### config.mk
export PLATFORM = sky130hd
export DESIGN_NAME = uidbufw_arbiter_rr_flat
export DESIGN_NICKNAME = d
export VERILOG_FILES = /design/src/rtl/uidbufw_arbiter_rr_pkg.sv /design/src/rtl/uidbufw_arbiter_rr_if.sv /design/src/rtl/uidbufw_arbiter_rr_rr_pick.sv /design/src/rtl/uidbufw_arbiter_rr.sv /design/src/flat_wrapper.sv
export SDC_FILE = /design/constraint.sdc
export NUM_CORES = 1
export LEC_CHECK = 0
export CORE_AREA = 2 2 141 143
export CTS_BUF_LIST = sky130_fd_sc_hd__clkbuf_4 sky130_fd_sc_hd__clkbuf_8
export CTS_CLUSTER_DIAMETER = 60
export CTS_CLUSTER_SIZE = 14
export DETAILED_ROUTE_END_ITERATION = 6
export DIE_AREA = 0 0 143 145
export DONT_BUFFER_PORTS = 1
export PLACE_DENSITY = 0.33
export SYNTH_ARGS = -nofsm -noshare
export SYNTH_HDL_FRONTEND = slang
export SYNTH_HIERARCHICAL = 1
export SYNTH_SLANG_ARGS = --single-unit
### constraint.sdc
create_clock -name ui_clk -period 3.5 [get_ports ui_clk]
set_clock_uncertainty 0.05 [all_clocks]
set_input_delay 1.05 -clock ui_clk [delete_from_list [all_inputs] [get_ports ui_clk]]
set_output_delay 1.05 -clock ui_clk [all_outputs]
set_load 0.03 [all_outputs]
### src/rtl/uidbufw_arbiter_rr_pkg.sv
// Shared definitions for the round-robin uidbuf write arbiter.
package uidbufw_arbiter_rr_pkg;

    // Legacy-compatible state encoding held in a 2-bit state field.
    localparam logic [1:0] ST_IDLE = 2'd0;
    localparam logic [1:0] ST_REQ  = 2'd1;
    localparam logic [1:0] ST_BUSY = 2'd2;

    // Channel index width; never narrower than one bit.
    function automatic int ch_idx_w(input int n);
        return (n <= 2) ? 1 : $clog2(n);
    endfunction

endpackage

### src/rtl/uidbufw_arbiter_rr_if.sv
// Flattened per-channel uidbuf write buses plus the single FDMA write port.
interface uidbufw_arbiter_rr_if #(
    parameter int AXI_DATA_WIDTH = 32,
    parameter int AXI_ADDR_WIDTH = 21,
    parameter int SIZE_WIDTH     = 16,
    parameter int CH_NUM         = 4
);
    logic [CH_NUM*AXI_ADDR_WIDTH-1:0] s_waddr;
    logic [CH_NUM-1:0]                s_wareq;
    logic [CH_NUM*SIZE_WIDTH-1:0]     s_wsize;
    logic [CH_NUM-1:0]                s_wbusy;
    logic [CH_NUM*AXI_DATA_WIDTH-1:0] s_wdata;
    logic [CH_NUM-1:0]                s_wvalid;
    logic [AXI_ADDR_WIDTH-1:0]        fdma_waddr;
    logic                             fdma_wareq;
    logic [SIZE_WIDTH-1:0]            fdma_wsize;
    logic                             fdma_wbusy;
    logic [AXI_DATA_WIDTH-1:0]        fdma_wdata;
    logic                             fdma_wvalid;

    // Arbiter view: it masters the FDMA port on behalf of the channels.
    modport master (
        input  s_waddr, s_wareq, s_wsize, s_wdata, fdma_wbusy, fdma_wvalid,
        output s_wbusy, s_wvalid, fdma_waddr, fdma_wareq, fdma_wsize, fdma_wdata
    );

    // Environment view: uidbuf channels and the FDMA engine together.
    modport slave (
        output s_waddr, s_wareq, s_wsize, s_wdata, fdma_wbusy, fdma_wvalid,
        input  s_wbusy, s_wvalid, fdma_waddr, fdma_wareq, fdma_wsize, fdma_wdata
    );
endinterface

### src/rtl/uidbufw_arbiter_rr_rr_pick.sv
// Combinational round-robin selector: first request at or after ptr, with wrap.
module uidbufw_arbiter_rr_rr_pick #(
    parameter int CH_NUM = 4,
    parameter int IDX_W  = 2
) (
    input  logic [CH_NUM-1:0] req,
    input  logic [IDX_W-1:0]  ptr,
    output logic [IDX_W-1:0]  gnt,
    output logic              any
);
    logic [2*CH_NUM-1:0] req_dbl;

    assign req_dbl = {req, req};

    // Scan the doubled vector from ptr so the wrap needs no modulo arithmetic.
    always_comb begin
        gnt = '0;
        any = 1'b0;
        for (int unsigned i = 0; i < 2 * CH_NUM; i++) begin
            if (!any && (i >= 32'(ptr)) && (i < 32'(ptr) + CH_NUM) && req_dbl[i]) begin
                any = 1'b1;
                gnt = (i >= CH_NUM) ? IDX_W'(i - CH_NUM) : IDX_W'(i);
            end
        end
    end
endmodule

### src/rtl/uidbufw_arbiter_rr.sv
// N-channel round-robin write arbiter from uidbuf write engines onto one FDMA port.
module uidbufw_arbiter_rr
    import uidbufw_arbiter_rr_pkg::*;
#(
    parameter int AXI_DATA_WIDTH = 32,
    parameter int AXI_ADDR_WIDTH = 21,
    parameter int SIZE_WIDTH     = 16,
    parameter int CH_NUM         = 4,
    localparam int CH_IDX_W      = ch_idx_w(CH_NUM)
) (
    input  logic                   ui_clk,
    input  logic                   ui_rstn,
    uidbufw_arbiter_rr_if.master   bus,
    output logic [CH_IDX_W-1:0]    gnt_id,
    output logic                   arb_active
);
    logic [1:0]                state;
    logic [CH_IDX_W-1:0]       ptr;
    logic [CH_IDX_W-1:0]       gnt_q;
    logic [AXI_ADDR_WIDTH-1:0] addr_q;
    logic [SIZE_WIDTH-1:0]     size_q;
    logic                      wareq_q;
    logic [CH_NUM-1:0]         wbusy_q;

    logic [CH_IDX_W-1:0]       pick;
    logic                      pick_any;
    logic [AXI_ADDR_WIDTH-1:0] pick_addr;
    logic [SIZE_WIDTH-1:0]     pick_size;
    logic [CH_NUM-1:0]         wvalid;

    uidbufw_arbiter_rr_rr_pick #(
        .CH_NUM (CH_NUM),
        .IDX_W  (CH_IDX_W)
    ) u_pick (
        .req (bus.s_wareq),
        .ptr (ptr),
        .gnt (pick),
        .any (pick_any)
    );

    // Address and size of the channel the selector would grant now.
    always_comb begin
        pick_addr = bus.s_waddr[pick*AXI_ADDR_WIDTH +: AXI_ADDR_WIDTH];
        pick_size = bus.s_wsize[pick*SIZE_WIDTH +: SIZE_WIDTH];
    end

    // Grant FSM with latched address/size; requests are only sampled in IDLE.
    always_ff @(posedge ui_clk or negedge ui_rstn) begin
        if (!ui_rstn) begin
            state   <= ST_IDLE;
            ptr     <= '0;
            gnt_q   <= '0;
            addr_q  <= '0;
            size_q  <= '0;
            wareq_q <= 1'b0;
            wbusy_q <= '0;
        end else begin
            case (state)
                ST_IDLE: begin
                    if (pick_any) begin
                        gnt_q   <= pick;
                        addr_q  <= pick_addr;
                        size_q  <= pick_size;
                        wareq_q <= 1'b1;
                        wbusy_q <= CH_NUM'(1) << pick;
                        state   <= ST_REQ;
                    end
                end
                ST_REQ: begin
                    if (bus.fdma_wbusy) begin
                        wareq_q <= 1'b0;
                        state   <= ST_BUSY;
                    end
                end
                ST_BUSY: begin
                    if (!bus.fdma_wbusy) begin
                        wbusy_q <= '0;
                        ptr     <= (gnt_q == CH_IDX_W'(CH_NUM - 1)) ? '0 : gnt_q + 1'b1;
                        state   <= ST_IDLE;
                    end
                end
                default: begin
                    gnt_q   <= '0;
                    addr_q  <= '0;
                    size_q  <= '0;
                    wareq_q <= 1'b0;
                    wbusy_q <= '0;
                    state   <= ST_IDLE;
                end
            endcase
        end
    end

    assign arb_active = (state == ST_REQ) || (state == ST_BUSY);

    // Route the FDMA data strobe back to the granted channel only.
    always_comb begin
        wvalid = '0;
        for (int unsigned k = 0; k < CH_NUM; k++) begin
            if (arb_active && (gnt_q == CH_IDX_W'(k))) begin
                wvalid[k] = bus.fdma_wvalid;
            end
        end
    end

    assign bus.s_wvalid   = wvalid;
    assign bus.s_wbusy    = wbusy_q;
    assign bus.fdma_waddr = addr_q;
    assign bus.fdma_wsize = size_q;
    assign bus.fdma_wareq = wareq_q;
    assign bus.fdma_wdata = arb_active ? bus.s_wdata[gnt_q*AXI_DATA_WIDTH +: AXI_DATA_WIDTH] : '0;
    assign gnt_id         = gnt_q;
endmodule

### src/flat_wrapper.sv
// flat-port wrapper written by rule: the top's interface ports become plain ports
module uidbufw_arbiter_rr_flat import uidbufw_arbiter_rr_pkg::*;
#(
    parameter int AXI_DATA_WIDTH = 32,
    parameter int AXI_ADDR_WIDTH = 21,
    parameter int SIZE_WIDTH     = 16,
    parameter int CH_NUM         = 4,
    localparam int CH_IDX_W      = ch_idx_w(CH_NUM)
)
  (ui_clk, ui_rstn, gnt_id, arb_active, bus_s_waddr, bus_s_wareq, bus_s_wsize, bus_s_wdata, bus_fdma_wbusy, bus_fdma_wvalid, bus_s_wbusy, bus_s_wvalid, bus_fdma_waddr, bus_fdma_wareq, bus_fdma_wsize, bus_fdma_wdata);
  uidbufw_arbiter_rr_if #(.AXI_DATA_WIDTH(AXI_DATA_WIDTH), .AXI_ADDR_WIDTH(AXI_ADDR_WIDTH), .SIZE_WIDTH(SIZE_WIDTH), .CH_NUM(CH_NUM)) bus_i ();
  input  logic ui_clk;
  input  logic ui_rstn;
  output logic [CH_IDX_W-1:0] gnt_id;
  output logic arb_active;
  input wire logic [$bits(bus_i.s_waddr)-1:0] bus_s_waddr;
  input wire logic [$bits(bus_i.s_wareq)-1:0] bus_s_wareq;
  input wire logic [$bits(bus_i.s_wsize)-1:0] bus_s_wsize;
  input wire logic [$bits(bus_i.s_wdata)-1:0] bus_s_wdata;
  input wire logic [$bits(bus_i.fdma_wbusy)-1:0] bus_fdma_wbusy;
  input wire logic [$bits(bus_i.fdma_wvalid)-1:0] bus_fdma_wvalid;
  output wire logic [$bits(bus_i.s_wbusy)-1:0] bus_s_wbusy;
  output wire logic [$bits(bus_i.s_wvalid)-1:0] bus_s_wvalid;
  output wire logic [$bits(bus_i.fdma_waddr)-1:0] bus_fdma_waddr;
  output wire logic [$bits(bus_i.fdma_wareq)-1:0] bus_fdma_wareq;
  output wire logic [$bits(bus_i.fdma_wsize)-1:0] bus_fdma_wsize;
  output wire logic [$bits(bus_i.fdma_wdata)-1:0] bus_fdma_wdata;
  assign bus_i.s_waddr = bus_s_waddr;
  assign bus_i.s_wareq = bus_s_wareq;
  assign bus_i.s_wsize = bus_s_wsize;
  assign bus_i.s_wdata = bus_s_wdata;
  assign bus_i.fdma_wbusy = bus_fdma_wbusy;
  assign bus_i.fdma_wvalid = bus_fdma_wvalid;
  assign bus_s_wbusy = bus_i.s_wbusy;
  assign bus_s_wvalid = bus_i.s_wvalid;
  assign bus_fdma_waddr = bus_i.fdma_waddr;
  assign bus_fdma_wareq = bus_i.fdma_wareq;
  assign bus_fdma_wsize = bus_i.fdma_wsize;
  assign bus_fdma_wdata = bus_i.fdma_wdata;
  uidbufw_arbiter_rr #(.AXI_DATA_WIDTH(AXI_DATA_WIDTH), .AXI_ADDR_WIDTH(AXI_ADDR_WIDTH), .SIZE_WIDTH(SIZE_WIDTH), .CH_NUM(CH_NUM)) u_core (.ui_clk(ui_clk), .ui_rstn(ui_rstn), .bus(bus_i), .gnt_id(gnt_id), .arb_active(arb_active));
endmodule
==> results of run 1 <==
## worst max path at each step
stage / depth (start not counted) / start / end / slack [ns]
finish: 4 / u_core/state[1] / bus_fdma_wdata[30] / 0.40
global placement: 4 / u_core/state[0] / bus_fdma_wdata[30] / 0.53
floorplan: 2 / bus_s_wdata[32] / bus_fdma_wdata[0] / 0.63
CTS: 4 / u_core/state[0] / bus_fdma_wdata[30] / 0.09
global route: 4 / u_core/state[1] / bus_fdma_wdata[23] / 0.17
detailed placement: 4 / u_core/state[0] / bus_fdma_wdata[30] / 0.48
## routing by layer
layer | share of wire | vias to the layer above | track usage | wire (um)
met3 | 0.098 | 22 | 0.0383 | 1330
met4 | 0.030 | 2 | 0.0505 | 412
met1 | 0.35 | 1394 | 0.128 | 4780
li1 | - | 1330 | - | -
met5 | 0.00096 | - | 0 | 13
met2 | 0.52 | 211 | 0.231 | 7040
## cells by family after synthesis
logic type	after synthesis	synth area share
multiplexers	114	0.382
AND/OR/NAND/NOR	52	0.0791
adder cells (fa/ha/maj)	9	0.0275
buffers and inverters	44	0.0666
AO/OA/AOI/OAI	87	0.151
flip-flops	48	0.293
## sequential cells by signal, summed over array words and instances (netlist names)
name,cells
u_core/bus.fdma_waddr,21
u_core/bus.fdma_wsize,16
u_core/bus.s_wbusy,4
u_core/gnt_id,2
u_core/ptr,2
u_core/state,2
u_core/bus.fdma_wareq,1
## cell usage in the layout, fill, tap and decap left out, types with 2 or more instances in the layout
cell type,n
mux2i_1,74
dfrtp_1,46
a21o_1,37
o22ai_1,36
and2_1,33
mux4_2,28
inv_1,9
mux2_2,8
ha_1,8
buf_4,7
clkbuf_8,6
and3_1,5
diode_2,4
mux4_1,4
a21oi_1,4
buf_12,3
nor2_1,3
nor2b_1,2
a221o_1,2
nand2b_1,2
o21ai_0,2
dfrtp_2,2
## worst max-delay path, cell delays in order, from the launching register on
cell and delay (ns):
dfrtp_1 0.40, inv_1 0.09, ha_2 0.64, buf_4 0.23
and2_1 0.31
## power breakdown
part	switching (mW)	leakage, nW	internal [mW]	total [mW]
sequential	0.495	0.628	0.753	1.25
combinational	1.54	1.33	0.998	2.54
clock	0.212	0.0516	0.162	0.374
total	2.25	2.01	1.91	4.16
## final cells by class
class | instances | area, um^2 | area share
Inverter | 10 | 37.5 | 0.00847
Antenna cell | 4 | 10.0 | 0.00226
Tap cell | 265 | 332 | 0.0748
Clock buffer | 6 | 82.6 | 0.0186
Timing Repair Buffer | 10 | 113 | 0.0254
Sequential cell | 48 | 1200 | 0.272
Clock inverter | 2 | 13.8 | 0.00310
Multi-Input combinational cell | 262 | 2640 | 0.596
==> impl_metrics.ini, run 1 <==
[timing]
fin_crit_sh = 0.887
finalHoldViolCount = 0
fin_crit_ns = 3.10
fmax_mhz = 322
fin_ws_ns = 0.397
hold_ws_ns = 0.361
slew_headroom = 0.656
rsz0062_at_grt = false
slew_violations = 0
fin_setup_tns_ns = 0
finalSetupViolCount = 0
worst_pin_slew_ns = 0.517

[synth]
synth_fp_nets = 647
ys_ff_latch = 48
synth_area_leader_cell = dfrtp_1
synth_area_leaders = dfrtp_1, mux2i_1, mux4_2, a21o_1, o22ai_1
synth-edff-count = 0
async_flop_share = 1.00
yosysWarnings = 6
synth_cell_types = 36
yosysSeqAreaShare = 0.293
postSynthAreaPerCell_um2 = 11.6
yosysMostFrequentCell = mux2i_1
syn_inst = 354
synth-main-ff-cell = dfrtp_1
syn_area_um2 = 4100
yosys.area.top_type_share = 0.293
yosys-top-cells-count = mux2i_1, dfrtp_1, a21o_1

[place]
place.gp.congestion = 0.780
placed_cell_area_um2 = 4320
preCtsSetupSlack_ns = 0.481
place_inst = 595
dpl.hpwl_um = 11000
port_buffers = 0

[clock_tree]
cts.htree.levels = 2
ctsHoldBuffers = 0
clockRootBuffer = clkbuf_8
cts_buffers = 5
cts_setup_buffers = 0
cts_tree = yes
clock_latency_ns = 0.32
cts_resized = 0
clock-sinks = 48
cts.path.max_buffers = 2
clk_pin_slew_worst_paths_ns = 0.10

[drt]
via_per_inst = 4.87
drc = 0
ant_nets = 0
drtIter0Drc = 91
vias = 2959
dr.pass1.iters = 4
wirelength_um = 13600
wl_per_cell_um = 22.4

[floorplan]
core_um2 = 19200
dieHeight_um = 145
dieArea_um2 = 20700
io_pins = 365
dieWidth_um = 143
initial_core_util = 0.213
rows = 51

[power]
p_total_mw = 4.16
power_leakage_nw = 2.01
p_per_area_nw_per_um2 = 938
vdd_drop_max_v = 0.000243

[grt]
gr-total-overflow = 0
grt_pass1_wl_um = 19300
grt_max_degree = 79
grt_pass1_vias = 3282
grt_antenna_before_repair = 5
track_usage = 0.125

[setup_path]
reg2reg_slack_ns = 1.20
r2r_end = u_core/bus.fdma_waddr[8]
worst_setup_path_start_kind = flop
crit_path_end_kind = output pin
crit_arrival_ns = 2.00
crit_type = flop to output pin
ff2ff_path_depth = 6
worstPathMaxFanout = 35
r2r-start = u_core/state[1]
crit_required_ns = 2.40

[final_layout]
fin_util = 0.231
syn2layout_area_growth_pct = 8.22
drive_gt1_frac = 0.180
num-fill-cells = 2053
stdcell_count = 607
stdcell_area_um2 = 4430
final_net_count = 630

[worst_hold_path]
hold_path.class = input port to asynchronous set/reset pin

[flow_run]
drv_cap = 0

[outcome]
outcome = completed
Note: power is estimated with default switching activity, not from simulation.
==> inputs of run 2 (changes only) <==
--- a/config.mk
+++ b/config.mk
@@ -13,6 +13,7 @@
 export DIE_AREA = 0 0 143 145
 export DONT_BUFFER_PORTS = 1
 export PLACE_DENSITY = 0.33
+export SKIP_LAST_GASP = 1
 export SYNTH_ARGS = -nofsm -noshare
 export SYNTH_HDL_FRONTEND = slang
 export SYNTH_HIERARCHICAL = 1
==> results of run 2 <==
The final DEF is identical to that of run 1; final timing and power are the same.
